## src/rtl/decoder_nm_scan_pkg.sv

```systemverilog
// Shared types and helpers for the decoder_nm_scan block.
package decoder_pkg;

    typedef enum logic [1:0] {
        ST_IDLE,
        ST_DRIVE,
        ST_BLANK
    } state_t;

    localparam logic MODE_DIRECT = 1'b0;
    localparam logic MODE_SCAN   = 1'b1;

    // Active-low one-cold pattern: bit idx low, all other bits (up to 64) high.
    function automatic logic [63:0] onecold(input int unsigned idx, input int unsigned outs);
        logic [63:0] v;
        v = '1;
        if (idx < outs) begin
            v[idx[5:0]] = 1'b0;
        end
        return v;
    endfunction

endpackage

```

## src/rtl/decoder_nm_scan_if.sv

```systemverilog
// Address/strobe bundle between a controller (master) and the decoder (slave).
interface decoder_nm_scan_if #(
    parameter int unsigned AW = 2
);
    localparam int unsigned OUTS = 1 << AW;

    logic            cs;
    logic            mode;
    logic [AW-1:0]   addr;
    logic            addr_vld;
    logic            addr_rdy;
    logic [OUTS-1:0] y_n;
    logic [AW-1:0]   sel_idx;
    logic            scan_wrap;

    modport master (
        output cs, mode, addr, addr_vld,
        input  addr_rdy, y_n, sel_idx, scan_wrap
    );

    modport slave (
        input  cs, mode, addr, addr_vld,
        output addr_rdy, y_n, sel_idx, scan_wrap
    );

endinterface

```

## src/rtl/decoder_nm_scan_dwell_cnt.sv

```systemverilog
// Dwell counter for SCAN mode: counts 0..DWELL-1 while enabled, flags the last count.
module decoder_dwell_cnt #(
    parameter int unsigned DWELL = 4
) (
    input  logic clk,
    input  logic rst,
    input  logic i_clr,
    input  logic i_en,
    output logic o_expire
);
    localparam int unsigned CW = (DWELL > 1) ? $clog2(DWELL) : 1;

    logic [CW-1:0] r_cnt;

    assign o_expire = (r_cnt == CW'(DWELL - 1));

    // Count up while enabled, restart on expiry or explicit clear.
    always_ff @(posedge clk or posedge rst) begin
        if (rst) begin
            r_cnt <= '0;
        end else if (i_clr) begin
            r_cnt <= '0;
        end else if (i_en) begin
            if (o_expire) begin
                r_cnt <= '0;
            end else begin
                r_cnt <= r_cnt + CW'(1);
            end
        end
    end

endmodule

```

## src/rtl/decoder_nm_scan.sv

```systemverilog
// Registered AW-to-2**AW active-low decoder with DIRECT (valid/ready) and SCAN modes.
// Optional break-before-make blanking is enabled with macro DECODER_BLANK_EN.
module decoder_nm_scan
    import decoder_pkg::*;
#(
    parameter int unsigned AW    = 2,
    parameter int unsigned DWELL = 4
) (
    input  logic               clk,
    input  logic               rst,
    decoder_nm_scan_if.slave   bus
);
    localparam int unsigned OUTS = 1 << AW;

    state_t          r_state, w_state;
    logic [AW-1:0]   r_idx, w_idx;
    logic            r_scan, w_scan;
    logic [OUTS-1:0] r_y_n, w_y_n;
    logic            r_wrap, w_wrap;
    logic            r_rdy, w_rdy;
    logic            w_cnt_clr, w_cnt_en, w_expire, w_accept;

    decoder_dwell_cnt #(.DWELL(DWELL)) u_dwell (
        .clk      (clk),
        .rst      (rst),
        .i_clr    (w_cnt_clr),
        .i_en     (w_cnt_en),
        .o_expire (w_expire)
    );

    assign w_accept = bus.addr_vld & r_rdy & ~bus.cs & (bus.mode == MODE_DIRECT);
    assign w_scan   = (bus.mode == MODE_SCAN) & ~bus.cs;

    // Next state, next index and counter control; cs overrides everything.
    always_comb begin
        w_state   = r_state;
        w_idx     = r_idx;
        w_wrap    = 1'b0;
        w_cnt_clr = 1'b0;
        w_cnt_en  = 1'b0;
        if (bus.cs) begin
            w_state   = ST_IDLE;
            w_idx     = '0;
            w_cnt_clr = 1'b1;
        end else if (bus.mode == MODE_SCAN) begin
            if (!r_scan) begin
                w_state   = ST_DRIVE;
                w_idx     = '0;
                w_cnt_clr = 1'b1;
            end else begin
                w_cnt_en = 1'b1;
`ifdef DECODER_BLANK_EN
                // Blank cycle already holds the advanced index and is dwell count 0.
                if (r_state == ST_BLANK) begin
                    w_state = ST_DRIVE;
                    w_wrap  = (r_idx == '0);
                end else if (w_expire) begin
                    w_idx = r_idx + AW'(1);
                    // With DWELL=1 a blank would consume every cycle, so strobe directly.
                    if (DWELL > 1) begin
                        w_state = ST_BLANK;
                    end else begin
                        w_wrap = (r_idx == '1);
                    end
                end
`else
                if (w_expire) begin
                    w_idx  = r_idx + AW'(1);
                    w_wrap = (r_idx == '1);
                end
`endif
            end
        end else begin
            if (r_scan) begin
                w_state   = ST_IDLE;
                w_cnt_clr = 1'b1;
            end else if (w_accept) begin
                w_idx = bus.addr;
`ifdef DECODER_BLANK_EN
                w_state = ((r_state == ST_DRIVE) && (bus.addr != r_idx)) ? ST_BLANK : ST_DRIVE;
`else
                w_state = ST_DRIVE;
`endif
            end
`ifdef DECODER_BLANK_EN
            else if (r_state == ST_BLANK) begin
                w_state = ST_DRIVE;
            end
`endif
        end
    end

    // Next values of the registered outputs.
    always_comb begin
        w_y_n = '1;
        if (w_state == ST_DRIVE) begin
            w_y_n = OUTS'(onecold(32'(w_idx), OUTS));
        end
        w_rdy = (w_state != ST_BLANK) & ~bus.cs & (bus.mode == MODE_DIRECT);
    end

    // State and output registers.
    always_ff @(posedge clk or posedge rst) begin
        if (rst) begin
            r_state <= ST_IDLE;
            r_idx   <= '0;
            r_scan  <= 1'b0;
            r_y_n   <= '1;
            r_wrap  <= 1'b0;
            r_rdy   <= 1'b0;
        end else begin
            r_state <= w_state;
            r_idx   <= w_idx;
            r_scan  <= w_scan;
            r_y_n   <= w_y_n;
            r_wrap  <= w_wrap;
            r_rdy   <= w_rdy;
        end
    end

    assign bus.y_n       = r_y_n;
    assign bus.sel_idx   = r_idx;
    assign bus.scan_wrap = r_wrap;
    assign bus.addr_rdy  = r_rdy;

endmodule

```

## src/flat_wrapper.sv

```systemverilog
// flat-port wrapper written by rule: the top's interface ports become plain ports
module decoder_nm_scan_flat import decoder_pkg::*;
#(
    parameter int unsigned AW    = 2,
    parameter int unsigned DWELL = 4
)
  (clk, rst, bus_cs, bus_mode, bus_addr, bus_addr_vld, bus_addr_rdy, bus_y_n, bus_sel_idx, bus_scan_wrap);
  decoder_nm_scan_if #(.AW(AW)) bus_i ();
  input  logic clk;
  input  logic rst;
  input wire logic [$bits(bus_i.cs)-1:0] bus_cs;
  input wire logic [$bits(bus_i.mode)-1:0] bus_mode;
  input wire logic [$bits(bus_i.addr)-1:0] bus_addr;
  input wire logic [$bits(bus_i.addr_vld)-1:0] bus_addr_vld;
  output wire logic [$bits(bus_i.addr_rdy)-1:0] bus_addr_rdy;
  output wire logic [$bits(bus_i.y_n)-1:0] bus_y_n;
  output wire logic [$bits(bus_i.sel_idx)-1:0] bus_sel_idx;
  output wire logic [$bits(bus_i.scan_wrap)-1:0] bus_scan_wrap;
  assign bus_i.cs = bus_cs;
  assign bus_i.mode = bus_mode;
  assign bus_i.addr = bus_addr;
  assign bus_i.addr_vld = bus_addr_vld;
  assign bus_addr_rdy = bus_i.addr_rdy;
  assign bus_y_n = bus_i.y_n;
  assign bus_sel_idx = bus_i.sel_idx;
  assign bus_scan_wrap = bus_i.scan_wrap;
  decoder_nm_scan #(.AW(AW), .DWELL(DWELL)) u_core (.clk(clk), .rst(rst), .bus(bus_i));
endmodule
```

## config.mk

```make
export PLATFORM = sky130hd
export DESIGN_NAME = decoder_nm_scan_flat
export DESIGN_NICKNAME = d
export VERILOG_FILES = /design/src/rtl/decoder_nm_scan_pkg.sv /design/src/rtl/decoder_nm_scan_if.sv /design/src/rtl/decoder_nm_scan_dwell_cnt.sv /design/src/rtl/decoder_nm_scan.sv /design/src/flat_wrapper.sv
export SDC_FILE = /design/constraint.sdc
export NUM_CORES = 1
export LEC_CHECK = 0
export BUFFER_PORTS_ARGS = -buffer_cell sky130_fd_sc_hd__buf_2
export CORE_AREA = 5 5 42 44
export CTS_BUF_LIST = sky130_fd_sc_hd__clkbuf_8
export DETAILED_ROUTE_END_ITERATION = 10
export DIE_AREA = 0 0 47 49
export GPL_TIMING_DRIVEN = 1
export PLACE_DENSITY = 0.76
export SLEW_MARGIN = 30
export SYNTH_ARGS = -nofsm -noshare
export SYNTH_HDL_FRONTEND = slang
export SYNTH_SLANG_ARGS = --single-unit
```

## constraint.sdc

```tcl
create_clock -name clk -period 2.5 [get_ports clk]
set_input_delay 0.125 -clock clk [delete_from_list [all_inputs] [get_ports clk]]
set_output_delay 0.125 -clock clk [all_outputs]
set_load 0.02 [all_outputs]
```

==> run summary, run 1 <==
Status = complete, no violations
CTS Sinks = 13
Max-Cap Viols = 0
Slew Limit Fails = 0
Syn Inst Count = 59
Antenna violations before repair = 0
Number of diodes = 0
Final setup violating endpoints = 0
Seq/Total Area, Yosys = 0.497
Worst Tran Pin Value = 0.467 ns
Reg2reg start = u_core.u_dwell.r_cnt[0]
Worst EP arrival = 1.69 ns
Placed Cells incl. Taps = 86
Slew margin rel. = 0.689
Worst path slowest cell = dfrtp_1
CTS buffer count = 3
Area after DPL = 739 um2
Setup crit end kind = register
Ports = 15
Synth unique cells = 27
Flops & latches, synth = 13
Total wire length = 1.20 mm
Critical Path RT = 2.66 ns
Die Y = 49 um
Share of cells above drive strength 1 = 0.333
Clock Latency Late Sink = 0.25 ns
Core ar. = 1400 um2
Fmax = 0.655 GHz
H-tree depth = 1
Longest Clk Path Bufs = 2
Ys Warns = 0
RSZ-0062 raised after global routing = no
Top post-synthesis cells by area = dfrtp_1 34%, dfstp_2 16%, ha_1 5.6%
Post-Layout Cell Count = 91
Root buf cell = clkbuf_8
Max incr delay on CP = 0.39 ns
Hold crit path type = input pin to register
Clock tree from TritonCTS = done
Drt drc = 0
Synth-to-layout area growth = 19.6%
Final hold violations = 0
DIE AREA = 2300 um2
Pre-Repair DR Iteration Count = 4
I/O Buffers = 14
Post-synth top area share = 0.339
CTS clk-pin slew, worst paths = 0.05 ns
Maximum VDD drop = 0.368 mV
Hold Startpoint = bus_cs
Leak pwr = 0.355 nW
Setup CP Type = register to register
Final layout net count = 86
First-pass GRT wire length = 2.04 mm
Final Util = 0.567
Post-CTS Resized = 0
Post-DP HPWL = 874 um
Row count = 14
Worst setup margin = 0.972 ns
Initial Utilization = 0.474
Pwr/cell area = 565 nW/um2
Crit path launch type = register
Commonest non-fill, non-tap cell in the layout = buf_2
Drt wl/cell = 13.2 um
Cell taking the most area after synthesis = dfrtp_1
Most frequent cells in the layout = 14 x buf_2, 9 x dfrtp_1, 5 x a21oi_1
Final GP Congestion = 0.713
Post-CTS setup buffers = 0
Cell Chain, Critical Path = ha_1 -> nand3_1 -> o22a_1 -> a31oi_4 -> or3b_1
Syn Nets = 69
Worst-path maximum fanout = 5
Post-CTS Hold Fix Bufs = 1
Vias in the first global route = 496
Design area = 795 um2
Pin count of the biggest net entering global routing = 15
Critical path launch point = u_core.u_dwell.r_cnt[0]
Post-Syn Area = 664 um2
Setup TNS = 0 ns
Worst Clk Skew = 0.00554 ns
Antenna viol nets, final = 0
Period utilization = 0.611
Grt ovf = 0
Post-route minimum period = 1.53 ns
Vias = 511
Initial detailed-routing violation count = 4
GRT Util Overall = 0.125
Pre-CTS setup slack = 0.987 ns
Mapped Avg Cell Area = 11.3 um2
DIE WIDTH = 47 um
Vias/cell = 5.62
power breakdown:
part / leakage [nW] / internal (mW) / switching (mW)
clock: 0.0269 / 0.108 / 0.0727
combinational: 0.164 / 0.0181 / 0.0260
sequential: 0.164 / 0.218 / 0.00667
total: 0.355 / 0.344 / 0.105
synthesized netlist by cell type:
cell / number
o22a_1: 1
nand2b_1: 1
mux2_1: 1
mux2i_1: 2
nor2_1: 4
a21oi_1: 5
or4b_4: 1
nor2b_1: 3
o21ai_1: 1
nand2_1: 2
dfrtp_1: 9
ha_1: 3
nor4bb_1: 1
or3b_1: 1
nor3b_1: 2
a2bb2oi_2: 1
dfstp_2: 4
a211oi_1: 1
o21a_1: 1
nand3b_1: 2
nand3_1: 2
and4b_1: 1
nand2_2: 1
inv_1: 1
a31oi_4: 1
nor3_1: 4
buf_2: 3
per-stage QoR:
step,power (mW),hold WS [ns]
global placement,0.270,0.165
CTS,0.452,0.200
finish,0.449,0.194
floorplan,0.258,-0.000904
detailed placement,0.270,0.165
global route,0.473,0.220
final cells by class:
cell class              count  area [um2]
repair buffers             15        80.1
clock inverters             1        3.75
multi-input cells          42         315
fillers                   136         607
clock buffers               3        41.3
inverters                   1        3.75
flip-flops and latches     13         330
well taps                  16        20.0
path summary, 6_finish.rpt:
check | slack (ns) | cells past startpoint | to
min | 0.19 | 2 | u_core.r_scan
min in group asynchronous | 0.43 | 3 | u_core.bus.scan_wrap
max reg2reg | 0.97 | 5 | u_core.bus.y_n[2]
max | 0.97 | 5 | u_core.bus.y_n[2]
min reg2reg | 0.56 | 1 | u_core.r_state[1]
max in group asynchronous | 1.72 | 3 | u_core.bus.y_n[1]
critical path, delay by kind of cell (launching register included):
family          cells  cell delay, ns
simple gates        2            0.51
flops               1            0.39
compound gates      2            0.29
fa+ha+maj           1            0.25
flip-flops by register name, indices dropped and copies added (netlist names):
register              flops
u_core.r_state            2
u_core.bus.scan_wrap      1
u_core.bus.sel_idx        2
u_core.u_dwell.r_cnt      2
u_core.bus.addr_rdy       1
u_core.bus.y_n            4
u_core.r_scan             1
layer usage:
layer,global-route usage,share of wire,routed length (um),vias up
li1,-,-,-,245
met4,0.0691,0.026,31,0
met2,0.192,0.48,579,14
met5,0,0,0,-
met1,0.145,0.43,516,247
met3,0.0443,0.059,71,5
kinds of logic after synthesis:
group                      synth area share
AOI/OAI and AO/OA                     0.136
adders and majority gates            0.0565
buffers and inverters                0.0282
DFF                                   0.497
muxes                                0.0471
and+or+nand+nor                       0.235
Note: power is estimated with default switching activity, not from simulation.
==> run 2, diff against run 1 <==
CORE_AREA = unset   (was 5 5 42 44)
CORE_MARGIN = 5   (was unset)
CORE_UTILIZATION = 48   (was unset)
DIE_AREA = unset   (was 0 0 47 49)
clock period = 1.29 ns   (was 2.5 ns; I/O delays follow)
==> run 2 against run 1 <==
Net effect: the run now ends with negative setup slack left; sequential cell count is the same; die area down 3.2%; combinational power increased to 3.0 times the previous value; sequential power increased by 93%; register-to-register slack worse by 1.1 ns; core utilization up 18 points; sequential share of layout area down 6.9 points; via count is 17% higher; total power is 110% higher; critical path depth is 1 lower; worst hold slack got worse by 0.039 ns; first-iteration DRC count grew to 5.8 times the previous value; critical endpoint unchanged.
==> run summary, run 2 (same netlist as run 1, synthesis figures left out) <==
Status = finished with violations
Failing checks = negative setup slack
Pin count of the biggest net entering global routing = 14
Int Pwr = 0.692 mW
Longest Clk Path Bufs = 2
Vias in the first global route = 599
H-tree depth = 1
Max-Cap Viols = 0
I/O Buffers = 14
Net Sw Power = 0.234 mW
Commonest non-fill, non-tap cell in the layout = buf_4
Clock power share = 0.393
GRT Util Overall = 0.184
Post-Layout Cell Count = 105
Final hold violations = 0
Setup CP Type = register to register
Post-route minimum period = 1.45 ns
First-pass GRT wire length = 2.76 mm
Leak pwr = 0.429 nW
Clock Latency Late Sink = 0.25 ns
Period utilization = 1.12
Drt drc = 0
Slew margin rel. = 0.675
Hold crit path type = input pin to register
DIE AREA = 2230 um2
Setup crit end kind = register
RSZ-0062 raised after global routing = yes
Grt ovf = 0
Share of cells above drive strength 1 = 0.567
Worst Clk Skew = 0.00325 ns
Core ar. = 1300 um2
Worst Hold Slack = 0.155 ns
CTS Sinks = 13
Antenna violations before repair = 0
Root buf cell = clkbuf_8
Critical Path RT = 1.46 ns
Ports = 15
Max reg flops = 4
CTS clk-pin slew, worst paths = 0.05 ns
Synth-to-layout area growth = 45.6%
Initial detailed-routing violation count = 23
Placed Cells incl. Taps = 93
Post-DP HPWL = 982 um
Worst setup margin = -0.156 ns
Die Y = 47.2 um
Sequential power share = 0.466
Number of diodes = 0
Sw Ratio = 0.253
Comb pwr share = 0.141
CTS buffer count = 3
Pwr/cell area = 958 nW/um2
Final GP Congestion = 0.782
Vias/cell = 5.70
Vias = 598
Clock tree from TritonCTS = done
Worst-path maximum fanout = 5
Most frequent cells in the layout = 15 x buf_4, 14 x buf_2, 5 x dfrtp_1
Worst Tran Pin Value = 0.487 ns
Worst EP arrival = 1.61 ns
Row count = 13
Maximum VDD drop = 0.843 mV
Slew Limit Fails = 0
Crit path launch type = register
Final setup violating endpoints = 6
Initial Utilization = 0.511
DIE WIDTH = 47.2 um
Final layout net count = 101
Pre-Repair DR Iteration Count = 4
Drt wl/cell = 16.4 um
Total wire length = 1.72 mm
Fmax = 0.692 GHz
Antenna viol nets, final = 0
-- run 2: critical path: stages (launching register included) --
cell and delay [ns]:
dfrtp_2 0.43, buf_4 0.16, o21ai_1 0.27, a31oi_4 0.14, or3b_1 0.36
-- run 2: timing repair --
action | CTS | global route
endpoints found under the setup margin | 6 | 7
hold buffers | 1 | 0
gates resized for setup | 5 | 3
buffers inserted | 6 | 1
hold endpoints to repair | 9 | 0
pin swaps | 7 | 4
-- run 2: worst paths after layout --
check / from / endpoint / slack (ns) / cells past startpoint
setup / recovery: u_core.r_scan / u_core.bus.y_n[2] / -0.16 / 4
min in group asynchronous: rst / u_core.u_dwell.r_cnt[1] / 0.38 / 3
setup reg to reg: u_core.r_scan / u_core.bus.y_n[2] / -0.16 / 4
hold / removal: bus_cs / u_core.bus.sel_idx[1] / 0.16 / 2
hold reg to reg: u_core.r_state[1] / u_core.r_state[1] / 0.57 / 1
max in group asynchronous: rst / u_core.r_scan / 0.55 / 3
-- run 2: cell type report --
class | instances | area (um2)
clock buffers | 3 | 41.3
clock inverters | 1 | 3.75
fillers | 102 | 334
inverters | 1 | 3.75
multi-input cells | 42 | 372
flip-flops and latches | 13 | 335
well taps | 15 | 18.8
repair buffers | 30 | 193
-- run 2: power by group through the flow --
stage	Combinational [mW]	Sequential, mW	Clock (mW)
3_3_place_gp	0.0984	0.440	0
6_report	0.131	0.432	0.364
3_5_place_dp	0.0999	0.440	0
2_1_floorplan	0.0577	0.444	0
4_1_cts	0.123	0.431	0.369
5_1_grt	0.143	0.433	0.396
-- run 2: metal layers --
metal	global-route usage	up-vias	share of wire
met5	0	-	0
met4	0.0829	0	0.017
met3	0.0498	4	0.064
met2	0.285	21	0.47
met1	0.241	296	0.45
li1	-	277	-
-- run 2: stage by stage --
stage | util | TNS, ns | worst slack (ns) | instance area (um2) | total power, mW
5_1_grt | 0.743 | -0.905 | -0.197 | 967 | 0.973
4_1_cts | 0.723 | -0.409 | -0.0969 | 941 | 0.922
6_report | 0.743 | -0.632 | -0.156 | 967 | 0.927
2_1_floorplan | - | -0.472 | -0.108 | 674 | 0.501
3_5_place_dp | 0.621 | -0.751 | -0.182 | 808 | 0.540
3_3_place_gp | 0.621 | -0.589 | -0.138 | 808 | 0.538
